==> config.mk <==
export PLATFORM = sky130hd
export DESIGN_NAME = axi_mm_mem_arbiter
export DESIGN_NICKNAME = d
export VERILOG_FILES = /design/src/rtl/axi_mm_mem_arb_pkg.sv /design/src/rtl/axi_mm_mem_rr_pick2.sv /design/src/rtl/axi_mm_mem_arbiter.sv
export SDC_FILE = /design/constraint.sdc
export NUM_CORES = 1
export LEC_CHECK = 0
export CAP_MARGIN = 20
export CORE_MARGIN = 2
export CORE_UTILIZATION = 45
export CTS_BUF_LIST = sky130_fd_sc_hd__clkbuf_8
export CTS_CLUSTER_SIZE = 30
export DETAILED_ROUTE_END_ITERATION = 12
export GPL_ROUTABILITY_DRIVEN = 0
export PLACE_DENSITY = 0.9
export SYNTH_ARGS = -nofsm -noshare
export SYNTH_HDL_FRONTEND = slang
export SYNTH_SLANG_ARGS = --single-unit
==> constraint.sdc <==
create_clock -name clk -period 3.4 [get_ports clk]
set_input_delay 0.68 -clock clk [delete_from_list [all_inputs] [get_ports clk]]
set_output_delay 0.68 -clock clk [all_outputs]
set_load 0.02 [all_outputs]
==> src/rtl/axi_mm_mem_arb_pkg.sv <==
// Shared definitions for the two-port memory arbiter: port count and FSM encoding.
package axi_mm_mem_arb_pkg;

   localparam int NUM_REQ = 2;

   typedef enum logic [1:0] {
      ST_IDLE   = 2'd0,
      ST_ACCESS = 2'd1,
      ST_RESP   = 2'd2
   } arb_state_e;

endpackage

==> src/rtl/axi_mm_mem_rr_pick2.sv <==
// Two-way round-robin winner selection; a lone requester always wins,
// on contention the port not granted last wins.
module axi_mm_mem_rr_pick2
   import axi_mm_mem_arb_pkg::*;
(
   input  logic [NUM_REQ-1:0] req,
   input  logic               last_grant,
   output logic               valid,
   output logic               winner
);

   // Winner decode from the request vector and previous grant
   always_comb begin
      valid  = |req;
      winner = 1'b0;
      case (req)
         2'b01:   winner = 1'b0;
         2'b10:   winner = 1'b1;
         2'b11:   winner = ~last_grant;
         default: winner = 1'b0;
      endcase
   end

endmodule

==> src/rtl/axi_mm_mem_arbiter.sv <==
// Arbitrates two request ports onto one single-port byte-strobed memory
// with a registered 1-cycle read; all outputs are driven from flops.
module axi_mm_mem_arbiter
   import axi_mm_mem_arb_pkg::*;
#(
   parameter int C_S_AXI_DATA_WIDTH = 32,
   parameter int OPT_MEM_ADDR_BITS  = 0
) (
   input  logic                                                clk,
   input  logic                                                rst_n,
   input  logic [NUM_REQ-1:0]                                  req_i,
   input  logic [NUM_REQ-1:0]                                  we_i,
   input  logic [NUM_REQ-1:0][C_S_AXI_DATA_WIDTH/8-1:0]        wstrb_i,
   input  logic [NUM_REQ-1:0][OPT_MEM_ADDR_BITS:0]             addr_i,
   input  logic [NUM_REQ-1:0][C_S_AXI_DATA_WIDTH-1:0]          wdata_i,
   output logic [NUM_REQ-1:0]                                  ack_o,
   output logic [NUM_REQ-1:0]                                  rvalid_o,
   output logic [NUM_REQ-1:0][C_S_AXI_DATA_WIDTH-1:0]          rdata_o,
   output logic                                                mem_wen,
   output logic                                                mem_ren,
   output logic [C_S_AXI_DATA_WIDTH/8-1:0]                     mem_wstrb,
   output logic [OPT_MEM_ADDR_BITS:0]                          mem_addr,
   output logic [C_S_AXI_DATA_WIDTH-1:0]                       mem_wdata,
   input  logic [C_S_AXI_DATA_WIDTH-1:0]                       mem_rdata
);

   localparam int DW = C_S_AXI_DATA_WIDTH;
   localparam int SW = C_S_AXI_DATA_WIDTH / 8;
   localparam int AW = OPT_MEM_ADDR_BITS + 1;

   arb_state_e                     state_r;
   logic                           last_grant_r;
   logic                           winner_r;
   logic                           op_write_r;
   logic [NUM_REQ-1:0]             ack_r;
   logic [NUM_REQ-1:0]             rvalid_r;
   logic [NUM_REQ-1:0][DW-1:0]     rdata_r;
   logic                           mem_wen_r;
   logic                           mem_ren_r;
   logic [SW-1:0]                  mem_wstrb_r;
   logic [AW-1:0]                  mem_addr_r;
   logic [DW-1:0]                  mem_wdata_r;

   logic                           pick_valid_s;
   logic                           pick_winner_s;

   axi_mm_mem_rr_pick2 u_pick (
      .req        (req_i),
      .last_grant (last_grant_r),
      .valid      (pick_valid_s),
      .winner     (pick_winner_s)
   );

   // Arbitration FSM; enables, ack and rvalid are single-cycle pulses that
   // default low, while memory fields and read data hold between accesses
   always_ff @(posedge clk or negedge rst_n) begin
      if (!rst_n) begin
         state_r      <= ST_IDLE;
         last_grant_r <= 1'b1;
         winner_r     <= 1'b0;
         op_write_r   <= 1'b0;
         ack_r        <= '0;
         rvalid_r     <= '0;
         rdata_r      <= '0;
         mem_wen_r    <= 1'b0;
         mem_ren_r    <= 1'b0;
         mem_wstrb_r  <= '0;
         mem_addr_r   <= '0;
         mem_wdata_r  <= '0;
      end else begin
         ack_r     <= '0;
         rvalid_r  <= '0;
         mem_wen_r <= 1'b0;
         mem_ren_r <= 1'b0;
         case (state_r)
            ST_IDLE: begin
               if (pick_valid_s) begin
                  winner_r               <= pick_winner_s;
                  last_grant_r           <= pick_winner_s;
                  op_write_r             <= we_i[pick_winner_s];
                  mem_wen_r              <= we_i[pick_winner_s];
                  mem_ren_r              <= ~we_i[pick_winner_s];
                  mem_wstrb_r            <= wstrb_i[pick_winner_s];
                  mem_addr_r             <= addr_i[pick_winner_s];
                  mem_wdata_r            <= wdata_i[pick_winner_s];
                  ack_r[pick_winner_s]   <= 1'b1;
                  state_r                <= ST_ACCESS;
               end else begin
                  state_r <= ST_IDLE;
               end
            end
            ST_ACCESS: begin
               if (op_write_r) begin
                  state_r <= ST_IDLE;
               end else begin
                  state_r <= ST_RESP;
               end
            end
            ST_RESP: begin
               // Memory output is valid this cycle, one after the read enable
               rdata_r[winner_r]  <= mem_rdata;
               rvalid_r[winner_r] <= 1'b1;
               state_r            <= ST_IDLE;
            end
            default: begin
               state_r <= ST_IDLE;
            end
         endcase
      end
   end

   assign ack_o     = ack_r;
   assign rvalid_o  = rvalid_r;
   assign rdata_o   = rdata_r;
   assign mem_wen   = mem_wen_r;
   assign mem_ren   = mem_ren_r;
   assign mem_wstrb = mem_wstrb_r;
   assign mem_addr  = mem_addr_r;
   assign mem_wdata = mem_wdata_r;

endmodule

== Word-level counts from Yosys, hierarchy flattened ==
Index checks and enable logic that the tools add are counted.

* Input port bits: 112
* Logic and storage cells: 54
* Register bits after elaboration: 112

* Equality and inequality tests: 4
* Order comparisons: 4
* Muxes and demuxes: 26
* Bitwise operators: 2
* Reduce and logical (&&, ||, !) cells: 5

{| class="wikitable"
|+ Operator list
! operator !! number
|-
| $mux 32 || 3
|-
| $bwmux 64 || 1
|-
| $demux 32 s1 || 1
|-
| $mux 1 || 11
|-
| $mux 2 || 4
|-
| $mux 4 || 2
|-
| $eq 2x2->1 const B || 3
|-
| $lt 1x2->1 const B || 2
|-
| $pmux 2 s2 || 1
|-
| $demux 1 s1 || 2
|-
| $eq 2x1->1 const B || 1
|-
| $ge 1x1->1 const B || 2
|-
| $logic_and 1x1->1 || 2
|-
| $logic_not 2->1 || 1
|-
| $not 1->1 || 2
|-
| $pmux 1 s2 || 1
|-
| $reduce_and 2->1 || 1
|-
| $reduce_or 2->1 || 1
|}

== Longest topological paths before layout ==
* Depth after elaboration: 8
* Depth in mapped cells: 5
* Gate-level depth less buffers: 4

== Hierarchy ==
From an unflattened synthesis, not the netlist that was laid out.

* Cells, all modules: 283
* Area total of the unflattened synthesis: 4753.3 um^2

{| class="wikitable"
|+ Modules (own cells, without submodules)
! module !! cells an instance !! seq. area each (um^2) !! area each (um^2) !! times used
|-
| axi_mm_mem_arbiter || 281 || 2803.9 || 4739.5 || 1
|-
| axi_mm_mem_rr_pick2 || 2 || 0.0 || 13.8 || 1
|}

== Least setup slack after synthesis ==
No wires, ideal clock.

* Path type: in2reg
* Start: input req_i[1]
* End: register mem_wdata_r[15], in the netlist mem_wdata[15]
* Data required time: 3.270 ns
* Stages on the path: 5
* Arrival: 1.481 ns
* Setup time: 0.130 ns
* Setup slack: 1.789 ns
* Path buffers: 2
* Cell sequence: or2_2 buf_2 buf_2 a21oi_1 a31oi_1

* Word-level cells in the longest chain between the ends: 4
* Elaborated cells between the ends (all ways): 7
* Classes of those cells: 2 x eq/ne; 3 x mux; 2 x reduce/logical

{| class="wikitable"
|+ Ends and longest elaborated chain
! element !! RTL line !! RTL
|-
| from (decl) || axi_mm_mem_arbiter.sv:11 || <nowiki>input logic [NUM_REQ-1:0] req_i,</nowiki>
|-
| $eq 2x2->1 || axi_mm_mem_rr_pick2.sv:16 || <nowiki>case (req)</nowiki>
|-
| $pmux 1 s2 || axi_mm_mem_rr_pick2.sv:16 ||
|-
| $mux 32 (not written as such) (2 in series) || axi_mm_mem_arbiter.sv:85 || <nowiki>mem_wdata_r <= wdata_i[pick_winner_s];</nowiki>
|-
| to (signal assigned) || axi_mm_mem_arbiter.sv:85 ||
|-
| to (decl) || axi_mm_mem_arbiter.sv:42 || <nowiki>logic [DW-1:0] mem_wdata_r;</nowiki>
|}

Parallel ways exist; a longest one is shown, timed or not. The select of a mux whose other input is x is not followed.
A chain may end at the register's enable or synchronous reset.

== Worst setup path after layout ==
* Start: input req_i[0]
* End: register mem_wdata_r[21], in the netlist mem_wdata[21]

Same word-level chain as after synthesis.

==> results.sh <==
export IMPL_io_buffers=218
export IMPL_post_cts_setup_buffer_count=0
export IMPL_ir_drop_uv=451.5
export IMPL_diodes=0
export IMPL_vias_per_cell=5.154
export IMPL_synth_seq_cells=112
export IMPL_cp_required_ns=3.63
export IMPL_worst_slew_pin_slew_ns=0.7123
export IMPL_cts_hold_fix_buffers=0
export IMPL_postRouteAntennaNets=0
export IMPL_timing_hold_ws_ns=0.3576
export IMPL_final_nets=696
export IMPL_clk_latency_ns=0.36
export IMPL_clock_sinks=112
export IMPL_synth_cell_types=23
export IMPL_r2r_start="state_r[1]"
export IMPL_setup_tns_final_ns=0
export IMPL_syn_nets=483
export IMPL_vias=3721
export IMPL_root_buffer="clkbuf_8"
export IMPL_area_growth_pct=54.67
export IMPL_clkTransAtPathRegs_ns=0.09
export IMPL_power_density_mw_per_mm2=941.7
export IMPL_hold_path_class="primary input to asynchronous set/reset pin"
export IMPL_grt_ovfl_total=0
export IMPL_crit_path_end_kind="register"
export IMPL_antenna_found_initial=0
export IMPL_final_cell_mix="clkdlybuf4s50_1, dfrtp_1, nand2_1"
export IMPL_critPathKind="primary input to register"
export IMPL_fin_crit_ns=2.100
export IMPL_start_util_pct=46.17
export IMPL_first_global_vias=3719
export IMPL_synth_area_per_cell_um2=12.16
export IMPL_wl_per_cell_um=16.74
export IMPL_die_area_mm2=0.01085
export IMPL_io_pins=219
export IMPL_setup_violations=0
export IMPL_finalCritPeriodShare_pct=61.76
export IMPL_clock_path_buffers=2
export IMPL_fp_dieH_um=104.1
export IMPL_drc_errors=0
export IMPL_drt_iter0_drc=145
export IMPL_fmax_mhz=476.2
export IMPL_grt_pass1_wl_um=19530
export IMPL_grtUsageTotal_pct=22.80
export IMPL_synth_warnings=0
export IMPL_finalClockSkew_ns=0.006785
export IMPL_core_rowCount=36
export IMPL_startpoint="req_i[0]"
export IMPL_layout_commonest_cell="clkdlybuf4s50_1"
export IMPL_report_final_slew_viol_count=0
export IMPL_layout_drive_gt1_share_pct=15.96
export IMPL_outcome="completed"
export IMPL_power_leakage_nw=2.922
export IMPL_netlist_area_mm2=0.004513
export IMPL_htree_levels=3
export IMPL_crit_arrival_ns=2.33
export IMPL_die_x_um=104.1
export IMPL_drt_total_wl_um=12080
export IMPL_dp_hpwl_um=8931
export IMPL_hold_viol=0
export IMPL_drt_first_pass_iters=4
export IMPL_fp_coreArea_mm2=0.009774
export IMPL_ctsResizeCount=0
export IMPL_cts_buffers=9
export IMPL_worst_setup_path_start_kind="primary input"
export IMPL_netlist_instances=371
export IMPL_grt_setup_unrepaired="false"
export IMPL_crit_fanout=21
export IMPL_grt_max_degree=58
export IMPL_maxSlewHeadroom_pct=52.52
export IMPL_yosysSeqAreaShare_pct=62.13
export IMPL_drv_cap=0
export IMPL_cts_tree="done"
-- where the power goes --
group	internal (mW)	switching (mW)
Combinational	1.76	1.73
Sequential	2.00	0.378
Clock	0.284	0.423
-- state kept, by name, indices dropped and copies added, names as in the netlist --
signal / flops
ack_o: 2
last_grant_r: 1
mem_addr: 1
mem_ren: 1
mem_wdata: 32
mem_wen: 1
mem_wstrb: 4
op_write_r: 1
rdata_o: 64
rvalid_o: 2
state_r: 2
winner_r: 1
-- cell families (layout without fill, tap and decap cells) --
group / count (synthesis) / in the layout / synth area share (%)
flops: 112 / 112 / 62.13
compound gates: 82 / 82 / 10.45
buf+inv: 28 / 246 / 3.604
mux: 65 / 65 / 16.19
simple gates: 84 / 84 / 7.624
-- routing by layer --
layer	up-vias	routed length (um)	global-route usage, %
li1	1722	-	-
met3	17	977	5.451
met5	-	0	0
met4	0	206	7.239
met1	1774	5004	29.49
met2	208	5895	38.11
-- final cells by class --
| class | count | area, um2 |
|---|---|---|
| flip-flops and latches | 112 | 2804 |
| fillers | 690 | 2794 |
| repair buffers | 227 | 2271 |
| multi-input cells | 231 | 1554 |
| well taps | 133 | 166.4 |
| clock buffers | 10 | 137.6 |
| clock inverters | 6 | 36.28 |
| inverters | 3 | 11.26 |
-- cells in the mapped netlist --
cell type	n	area share, %
buf_2	13	1.4
buf_6	3	0.75
mux2i_1	1	0.22
nand2_1	76	6.3
a31oi_1	38	5.3
nor3b_4	1	0.42
a21oi_1	41	4.5
a21o_1	1	0.17
nor3_1	1	0.11
and2_1	1	0.14
buf_4	5	0.83
or2_2	1	0.14
mux2_1	1	0.25
nand3b_1	1	0.17
clkbuf_1	4	0.33
dfrtp_1	111	62
dfstp_2	1	0.58
nor2_1	2	0.17
a21boi_2	1	0.25
nor3b_1	1	0.17
a21bo_2	1	0.22
inv_1	3	0.25
mux2_2	63	16
-- through the flow --
stage	util (%)	total power [mW]	cell area, um2	worst slack, ns	std cells
2_1_floorplan	-	4.159	4513	1.789	371
3_3_place_gp	69.37	5.762	6780	0.7874	704
3_5_place_dp	69.37	5.903	6780	0.6336	704
4_1_cts	71.15	6.612	6954	1.057	720
5_1_grt	71.42	6.942	6980	1.205	722
6_report	71.42	6.574	6980	1.300	722
-- path summary, 6_finish.rpt --
path	to	slack (ns)	cells after the start
hold / removal	rdata_o[13]	0.36	1
setup reg to reg	mem_wdata[21]	1.73	5
hold reg to reg	state_r[1]	0.43	1
setup / recovery	mem_wdata[21]	1.30	6
min in group clk	state_r[1]	0.43	1
max in group asynchronous	rdata_o[36]	2.28	2
-- critical path: stages --
cell and delay (ns):
clkdlybuf4s50_1 0.55, or2_2 0.15, nand2_1 0.08, inv_1 0.52, buf_8 0.25, a31oi_1 0.10
(Power assumes the default switching activity.)
